$ cat config.mk
export PLATFORM = sky130hd
export DESIGN_NAME = dm_access_ctrl
export DESIGN_NICKNAME = d
export VERILOG_FILES = /design/src/rtl/dm_ctrl_pkg.sv /design/src/rtl/dm_store_align.sv /design/src/rtl/dm_access_ctrl.sv
export SDC_FILE = /design/constraint.sdc
export NUM_CORES = 1
export LEC_CHECK = 0
export BUFFER_PORTS_ARGS = -buffer_cell sky130_fd_sc_hd__buf_4
export CAP_MARGIN = 5
export CORE_MARGIN = 3
export CORE_UTILIZATION = 25
export CTS_CLUSTER_SIZE = 40
export DETAILED_ROUTE_END_ITERATION = 10
export MAX_ROUTING_LAYER = met4
export PLACE_DENSITY = 0.46
export SETUP_SLACK_MARGIN = 0.02
export SLEW_MARGIN = 10
export SYNTH_ARGS = -nofsm -noshare
export SYNTH_HDL_FRONTEND = slang
export SYNTH_HIERARCHICAL = 1
export SYNTH_SLANG_ARGS = --single-unit
$ cat constraint.sdc
create_clock -name clk -period 2.8 [get_ports clk]
set_input_delay 0.42 -clock clk [delete_from_list [all_inputs] [get_ports clk]]
set_output_delay 0.42 -clock clk [all_outputs]
set_load 0.005 [all_outputs]
$ cat src/rtl/dm_ctrl_pkg.sv
// dm_ctrl_pkg: sequencer states, funct3 codes and the access alignment rule
package dm_ctrl_pkg;
  typedef enum logic [1:0] {IDLE, REQ, WAIT, DONE} dm_state_t;
  localparam logic [2:0] F3_B  = 3'b000;
  localparam logic [2:0] F3_H  = 3'b001;
  localparam logic [2:0] F3_W  = 3'b010;
  localparam logic [2:0] F3_BU = 3'b100;
  localparam logic [2:0] F3_HU = 3'b101;
  function automatic logic misaligned(input logic [2:0] func, input logic [1:0] lo);
    return (func == F3_B || func == F3_BU) ? 1'b0 : (func == F3_H || func == F3_HU) ? lo[0] : |lo;
  endfunction
endpackage

$ cat src/rtl/dm_store_align.sv
// dm_store_align: maps funct3 and address low bits to byte strobes, lane-replicated data and misalignment
module dm_store_align
  import dm_ctrl_pkg::*;
(
  input  logic [2:0]  func,
  input  logic [1:0]  addr_lo,
  input  logic [31:0] wdata,
  output logic [3:0]  wstrb,
  output logic [31:0] wdata_rep,
  output logic        misalign
);
  logic is_b;
  logic is_h;
  always_comb begin
    is_b = func == F3_B || func == F3_BU;
    is_h = func == F3_H || func == F3_HU;
    wstrb = is_b ? 4'b0001 << addr_lo : is_h ? 4'b0011 << addr_lo : 4'b1111;
    wdata_rep = is_b ? {4{wdata[7:0]}} : is_h ? {2{wdata[15:0]}} : wdata;
    misalign = misaligned(func, addr_lo);
  end
endmodule

$ cat src/rtl/dm_access_ctrl.sv
// dm_access_ctrl: sequences one MEM-stage load/store onto the data-memory request/response channel and stalls the pipeline
module dm_access_ctrl
  import dm_ctrl_pkg::*;
#(
  parameter int TIMEOUT_CYCLES = 64
) (
  input  logic        clk,
  input  logic        rst,
  input  logic        mem_req_valid_i,
  input  logic        mem_we_i,
  input  logic [2:0]  mem_func_i,
  input  logic [31:0] mem_addr_i,
  input  logic [31:0] mem_wdata_i,
  output logic        stall_o,
  output logic        ld_valid_o,
  output logic [31:0] ld_data_o,
  output logic        misalign_o,
  output logic        err_o,
  output logic        dm_req_valid_o,
  input  logic        dm_req_ready_i,
  output logic [31:0] dm_addr_o,
  output logic        dm_we_o,
  output logic [3:0]  dm_wstrb_o,
  output logic [31:0] dm_wdata_o,
  input  logic        dm_rvalid_i,
  input  logic [31:0] dm_rdata_i,
  input  logic        dm_bvalid_i
);
  dm_state_t   state;
  dm_state_t   state_n;
  logic [7:0]  cnt;
  logic [3:0]  strb_c;
  logic [31:0] wdata_c;
  logic        mis_c;
  logic        take;
  logic        resp;
  logic        expire;
  dm_store_align u_align (
    .func      (mem_func_i),
    .addr_lo   (mem_addr_i[1:0]),
    .wdata     (mem_wdata_i),
    .wstrb     (strb_c),
    .wdata_rep (wdata_c),
    .misalign  (mis_c)
  );
  always_comb begin
    take = state == IDLE && mem_req_valid_i && !mis_c;
    resp = state == WAIT && (dm_we_o ? dm_bvalid_i : dm_rvalid_i);
    expire = state == WAIT && !resp && cnt == 8'(TIMEOUT_CYCLES - 1);
    state_n = take ? REQ
            : (state == REQ && dm_req_ready_i) ? WAIT
            : (resp || expire) ? DONE
            : state == DONE ? IDLE
            : state;
    stall_o = take || state == REQ || state == WAIT;
    misalign_o = state == IDLE && mem_req_valid_i && mis_c;
    dm_req_valid_o = state == REQ;
  end
  always_ff @(posedge clk) begin
    if (rst) begin
      state      <= IDLE;
      cnt        <= 8'd0;
      ld_valid_o <= 1'b0;
      err_o      <= 1'b0;
      ld_data_o  <= 32'd0;
      dm_addr_o  <= 32'd0;
      dm_we_o    <= 1'b0;
      dm_wstrb_o <= 4'd0;
      dm_wdata_o <= 32'd0;
    end else begin
      state      <= state_n;
      cnt        <= state == WAIT ? cnt + 8'd1 : 8'd0;
      ld_valid_o <= resp && !dm_we_o;
      err_o      <= expire;
      if (resp && !dm_we_o) ld_data_o <= dm_rdata_i;
      if (take) begin
        dm_addr_o  <= {mem_addr_i[31:2], 2'b00};
        dm_we_o    <= mem_we_i;
        dm_wstrb_o <= mem_we_i ? strb_c : 4'd0;
        dm_wdata_o <= mem_we_i ? wdata_c : 32'd0;
      end
    end
  end
endmodule

After elaboration in Yosys (flattened, before gate mapping)
Index checks and enable logic that the tools add are counted.
Widths: inputs -> output; s select.
{ "word_totals": {"ff_bits": 111, "inputBits": 106, "output_inout_bits": 106, "word_cells": 57} }
{ "op_classes": {"add_sub_neg": 1, "n_eq_ne": 7, "shifts": 2, "muxes": 13, "n_bitwise": 1, "n_reduce_logical": 23} }
{ "ops": {"columns": ["cell", "n"], "rows": [
  ["$mux 32", 3],
  ["$mux 4", 3],
  ["$add 8x1->8 const B", 1],
  ["$eq 8x6->1 const B", 1],
  ["$logic_and 1x1->1", 8],
  ["$eq 3x3->1 const B", 2],
  ["$mux 2", 3],
  ["$reduce_or 2->1", 3],
  ["$logic_or 1x1->1", 5],
  ["$eq 2x2->1 const B", 2],
  ["$mux 1", 4],
  ["$reduce_bool 4->1", 1],
  ["$shl 1x2->4 const A", 1],
  ["$shl 2x2->4 const A", 1],
  ["$eq 3x1->1 const B", 1],
  ["$logic_not 1->1", 3],
  ["$logic_not 3->1", 1],
  ["$reduce_bool 3->1", 1],
  ["$eq 2x1->1 const B", 1],
  ["$logic_not 2->1", 1],
  ["$not 1->1", 1]
]} }

Depth between registers and ports, before layout
{ "depth": {"ltp_word": 9, "mapped_depth": 9, "depth_no_buf": 6} }

By module
The synthesis kept the hierarchy.
{ "by_module_without_submodules": {"columns": ["module", "n_inst", "cells_per_inst", "area_each_um2", "seq_area_each_um2"], "rows": [
  ["dm_access_ctrl", 1, 498, 4072.7, 2222.1],
  ["dm_store_align", 1, 69, 564.3, 0.0]
]} }

Worst setup path after synthesis
No wires, ideal clock.
{ "synth_timing": {"path_type": "input to output", "start": "input port mem_func_i[1]", "end": "output port stall_o", "t_arrival_ns": 1.433, "path_slack_ns": 0.947, "path_stages": 5, "n_path_buf": 1, "path_cell_list": "buf_2 -> mux2i_1 -> inv_1 -> a211oi_1 -> a21oi_1"} }
{ "synth_via": {"elab_chain_cells": 8, "elab_cells_between_ends": 12, "cone_classes": "eq/ne (3); mux (2); reduce/logical (7)"} }
{ "synth_lines": {"columns": ["element", "line_no", "text"], "rows": [
  ["start, declared", "dm_access_ctrl.sv:11", "input logic [2:0] mem_func_i,"],
  ["$eq 3x1->1 or $eq 3x3->1 (tied branches)", "dm_ctrl_pkg.sv:10", "return (func == F3_B || func == F3_BU) ? 1'b0 : (func == F3_H || func == F3_HU) ? lo[0] : |lo;"],
  ["$logic_or 1x1->1", "dm_ctrl_pkg.sv:10", null],
  ["$mux 1", "dm_ctrl_pkg.sv:10", null],
  ["$mux 1 (*)", "dm_ctrl_pkg.sv:10", null],
  ["net mis_c", "dm_access_ctrl.sv:34", "logic mis_c;"],
  ["$logic_not 1->1 (*)", "dm_access_ctrl.sv:47", "take = state == IDLE && mem_req_valid_i && !mis_c;"],
  ["$logic_and 1x1->1 (*)", "dm_access_ctrl.sv:47", null],
  ["$logic_or 1x1->1 (*) (2 in a row)", "dm_access_ctrl.sv:55", "stall_o = take || state == REQ || state == WAIT;"],
  ["end, declared", "dm_access_ctrl.sv:14", "output logic stall_o,"]
]} }
The timed path passes the listed nets; every way through them passes the cells marked *.

Worst setup path after layout
{ "layout_timing": {"start": "input port mem_addr_i[0]", "end": "output port stall_o"} }
{ "layout_via": {"elab_chain_cells": 7} }
{ "layout_lines": {"columns": ["element", "line_no", "text"], "rows": [
  ["start, declared", "dm_access_ctrl.sv:12", "input logic [31:0] mem_addr_i,"],
  ["$reduce_or 2->1", "dm_ctrl_pkg.sv:10", null],
  ["$mux 1 (*) (2 in a row)", "dm_ctrl_pkg.sv:10", null],
  ["net mis_c", "dm_access_ctrl.sv:34", null],
  ["$logic_not 1->1 (*)", "dm_access_ctrl.sv:47", null],
  ["$logic_and 1x1->1 (*)", "dm_access_ctrl.sv:47", null],
  ["$logic_or 1x1->1 (*) (2 in a row)", "dm_access_ctrl.sv:55", null]
]} }
Marked as above.

==> reports/qor.csv <==
stage;metric;value;unit
final_layout;fillcell total;1935;
power;Pwr Density;533;mW/mm^2
route;DRC;0;
route;drt wl/cell;14.9;um
final_layout;most frequent cells in the layout;buf_4 (212), nand2_1 (173), dfxtp_1 (111);
global_routing;grt peak-use layer;met2;
cts;CTS tree;done;
synthesis;Unique masters post-synth;41;
floorplan;row cnt;49;
synthesis;number of enable flip-flop cells after synthesis;0;
status;status;complete, no violations;
global_routing;grt met2 use;23.8;%
global_routing;largest net degree at the start of global routing;68;
sta;Final Worst Setup Slack;532;ps
cts;Post-CTS Setup Inserts;0;
synthesis;Synth Cell Area;0.00464;mm^2
sta;setup violators final;0;
placement;Place WS;433;ps
power;leakage;2.70;nW
final_layout;most common cell after layout, fill and taps aside;buf_4;
critical_path;crit end category;primary output;
final_layout;post-route cell area;0.00653;mm^2
power;Total Power;0.00348;W
min_path;worst hold path startpoint;dm_bvalid_i;
floorplan;Die Ht;142;um
sta;fmax;441;MHz
cts;Hold Buf Count CTS;0;
placement;Final Wtd Congestion;0.747;
critical_path;startpoint types;primary input;
global_routing;GRT Total Usage;14.5;%
floorplan;Initial Utilization;25.6;%
route;router iterations before antenna repair;5;
cts;worst skew pair latency;340;ps
synthesis;Synth top area share;47.9;%
critical_path;R2R Path Start;state[0]$_SDFFE_PP0P_;
final_layout;fin nets;849;
synthesis;Syn. warnings;6;
flow_run;Max Cap Viol;0;
cts;Root Driver;clkbuf_16;
synthesis;top post-synthesis cells by area;dfxtp_1 (48%), nand2_1 (14%), a21oi_1 (11%);
final_layout;multi-input logic area;0.00207;mm^2
sta;max-slew violations;0;
route;DR iter-0 viols;123;
critical_path;CP arrival;1850;ps
sta;Worst Max-Slew Pin Slew;723;ps
sta;Final Hold Fails;0;
cts;maximum clock insertion buffer count;2;
synthesis;Syn Inst Count;567;
power;Peak VDD IR;266;uV
cts;clock-pin slew on the worst setup and hold paths;70;ps
synthesis;FF+latch count, synth;111;
cts;Clock Sinks;111;
synthesis;top_reg_cell synth;dfxtp_1;
critical_path;CP Launch Point;mem_addr_i[0];
placement;I/O Buffers;208;
sta;skew final;5.13;ps
critical_path;crit path kind;primary input to primary output;
placement;DP Wirelength;10500;um
route;Post-Route WL;14500;um
global_routing;initial antenna violation count;0;
sta;RSZ-0062 raised after global routing;no;
route;Vias/cell;4.56;
final_layout;final core area utilization;36.1;%
final_layout;register area;0.00222;mm^2
min_path;HP Class;primary input to flop;
synthesis;register area share after synthesis;47.9;%
cts;CTS H-tree depth;3;
global_routing;met3 usage;4.30;%
global_routing;vias in the first global route;4462;
floorplan;area of the core;0.0181;mm^2
placement;DP Area;0.00624;mm^2
sta;Tmin final;2270;ps
floorplan;die area;0.0202;mm^2
final_layout;n_diodes;0;
synthesis;post-synthesis async set-or-reset flop share;0;%
synthesis;biggest area consumer among synthesized cells;dfxtp_1;
cts;Post-CTS Resized;0;
global_routing;first-pass GRT wire length;22900;um
route;ANT nets after route;0;
sta;Setup TNS Final;0;ps
global_routing;grt ovf;0;
route;Vias;4428;
sta;max_slew headroom;51.8;%
cts;CTS buffer count;9;
critical_path;Crit Path Max Fanout;4;
floorplan;DIE WIDTH;142;um
global_routing;met1 GRT Util;17.3;%
final_layout;share of cells above drive strength 1;34.6;%
sta;period utilisation layout;81.0;%
synthesis;syn_area_per_cell;8.18;um^2
final_layout;Area Overhead vs Synth;40.9;%
floorplan;IO Count;212;
critical_path;Critical Path RT;2380;ps
-- synthesized netlist by cell type (all sizes together) (2+ instances only) --
cell type	n
mux2	16
nand3	39
buf	32
dfxtp	111
and2	3
clkbuf	23
a2111oi	2
nor2b	3
a211oi	2
nor4b	2
nand2	173
or3	3
inv	5
a211o	2
ha	5
nor2	8
o21ai	11
a21oi	104
mux2i	9
xor2	2
-- metal layers --
layer,vias to the layer above,wire [um]
met5,-,0
met4,0,276
met3,15,998
met2,152,6930
met1,2044,6310
li1,2217,-
-- layout make-up --
| type | instances | share of cell area [%] |
|---|---|---|
| Clock buffer | 9 | 3.45 |
| Tap cell | 229 | 4.39 |
| Inverter | 5 | 0.326 |
| Sequential cell | 111 | 34.0 |
| Multi-Input combinational cell | 397 | 31.8 |
| Timing Repair Buffer | 214 | 25.0 |
| Clock inverter | 7 | 1.11 |
-- cell families (layout without fill, tap and decap cells) --
family / after synthesis / after routing / synth area share (%)
flops: 111 / 111 / 47.9
fa+ha+maj: 5 / 5 / 1.35
xor+xnor: 3 / 3 / 0.567
compound gates: 123 / 123 / 14.2
simple gates: 239 / 239 / 22.3
other cells: 1 / 2 / 0.0809
buf+inv: 60 / 235 / 7.74
mux: 25 / 25 / 5.83
-- sequential cells by signal (all words and copies together) (netlist names) --
signal,cells
dm_wdata_o,32
ld_data_o,32
dm_addr_o,30
cnt,8
dm_wstrb_o,4
state,2
dm_we_o,1
err_o,1
ld_valid_o,1
-- critical path, stage by stage --
cell,delay (ps)
buf_4,100
inv_1,60
ha_1,200
mux2i_1,350
inv_1,100
a211oi_1,350
a21oi_1,90
buf_4,160
-- metrics by stage --
step / hold slack, ps / std cells
after floorplan: 418 / 568
after global placement: 432 / 956
after detailed placement: 445 / 956
after CTS: 259 / 972
after global routing: 262 / 972
final: 283 / 972
-- path summary, 6_finish.rpt --
path | to | cells after the start | slack (ps)
hold reg to reg | dm_addr_o[26]$_SDFFE_PP0P_ | 2 | 450
hold / removal | err_o$_SDFF_PP0_ | 2 | 280
setup / recovery | stall_o | 8 | 530
setup reg to reg | dm_wdata_o[12]$_SDFFE_PP0P_ | 4 | 880
-- report_power, final --
part           leakage [nW]  internal, W  switching (W)
combinational          1.66     0.000260       0.000248
sequential            0.900      0.00164      0.0000419
clock                 0.142     0.000696       0.000598
Note: power is estimated with default switching activity, not from simulation.
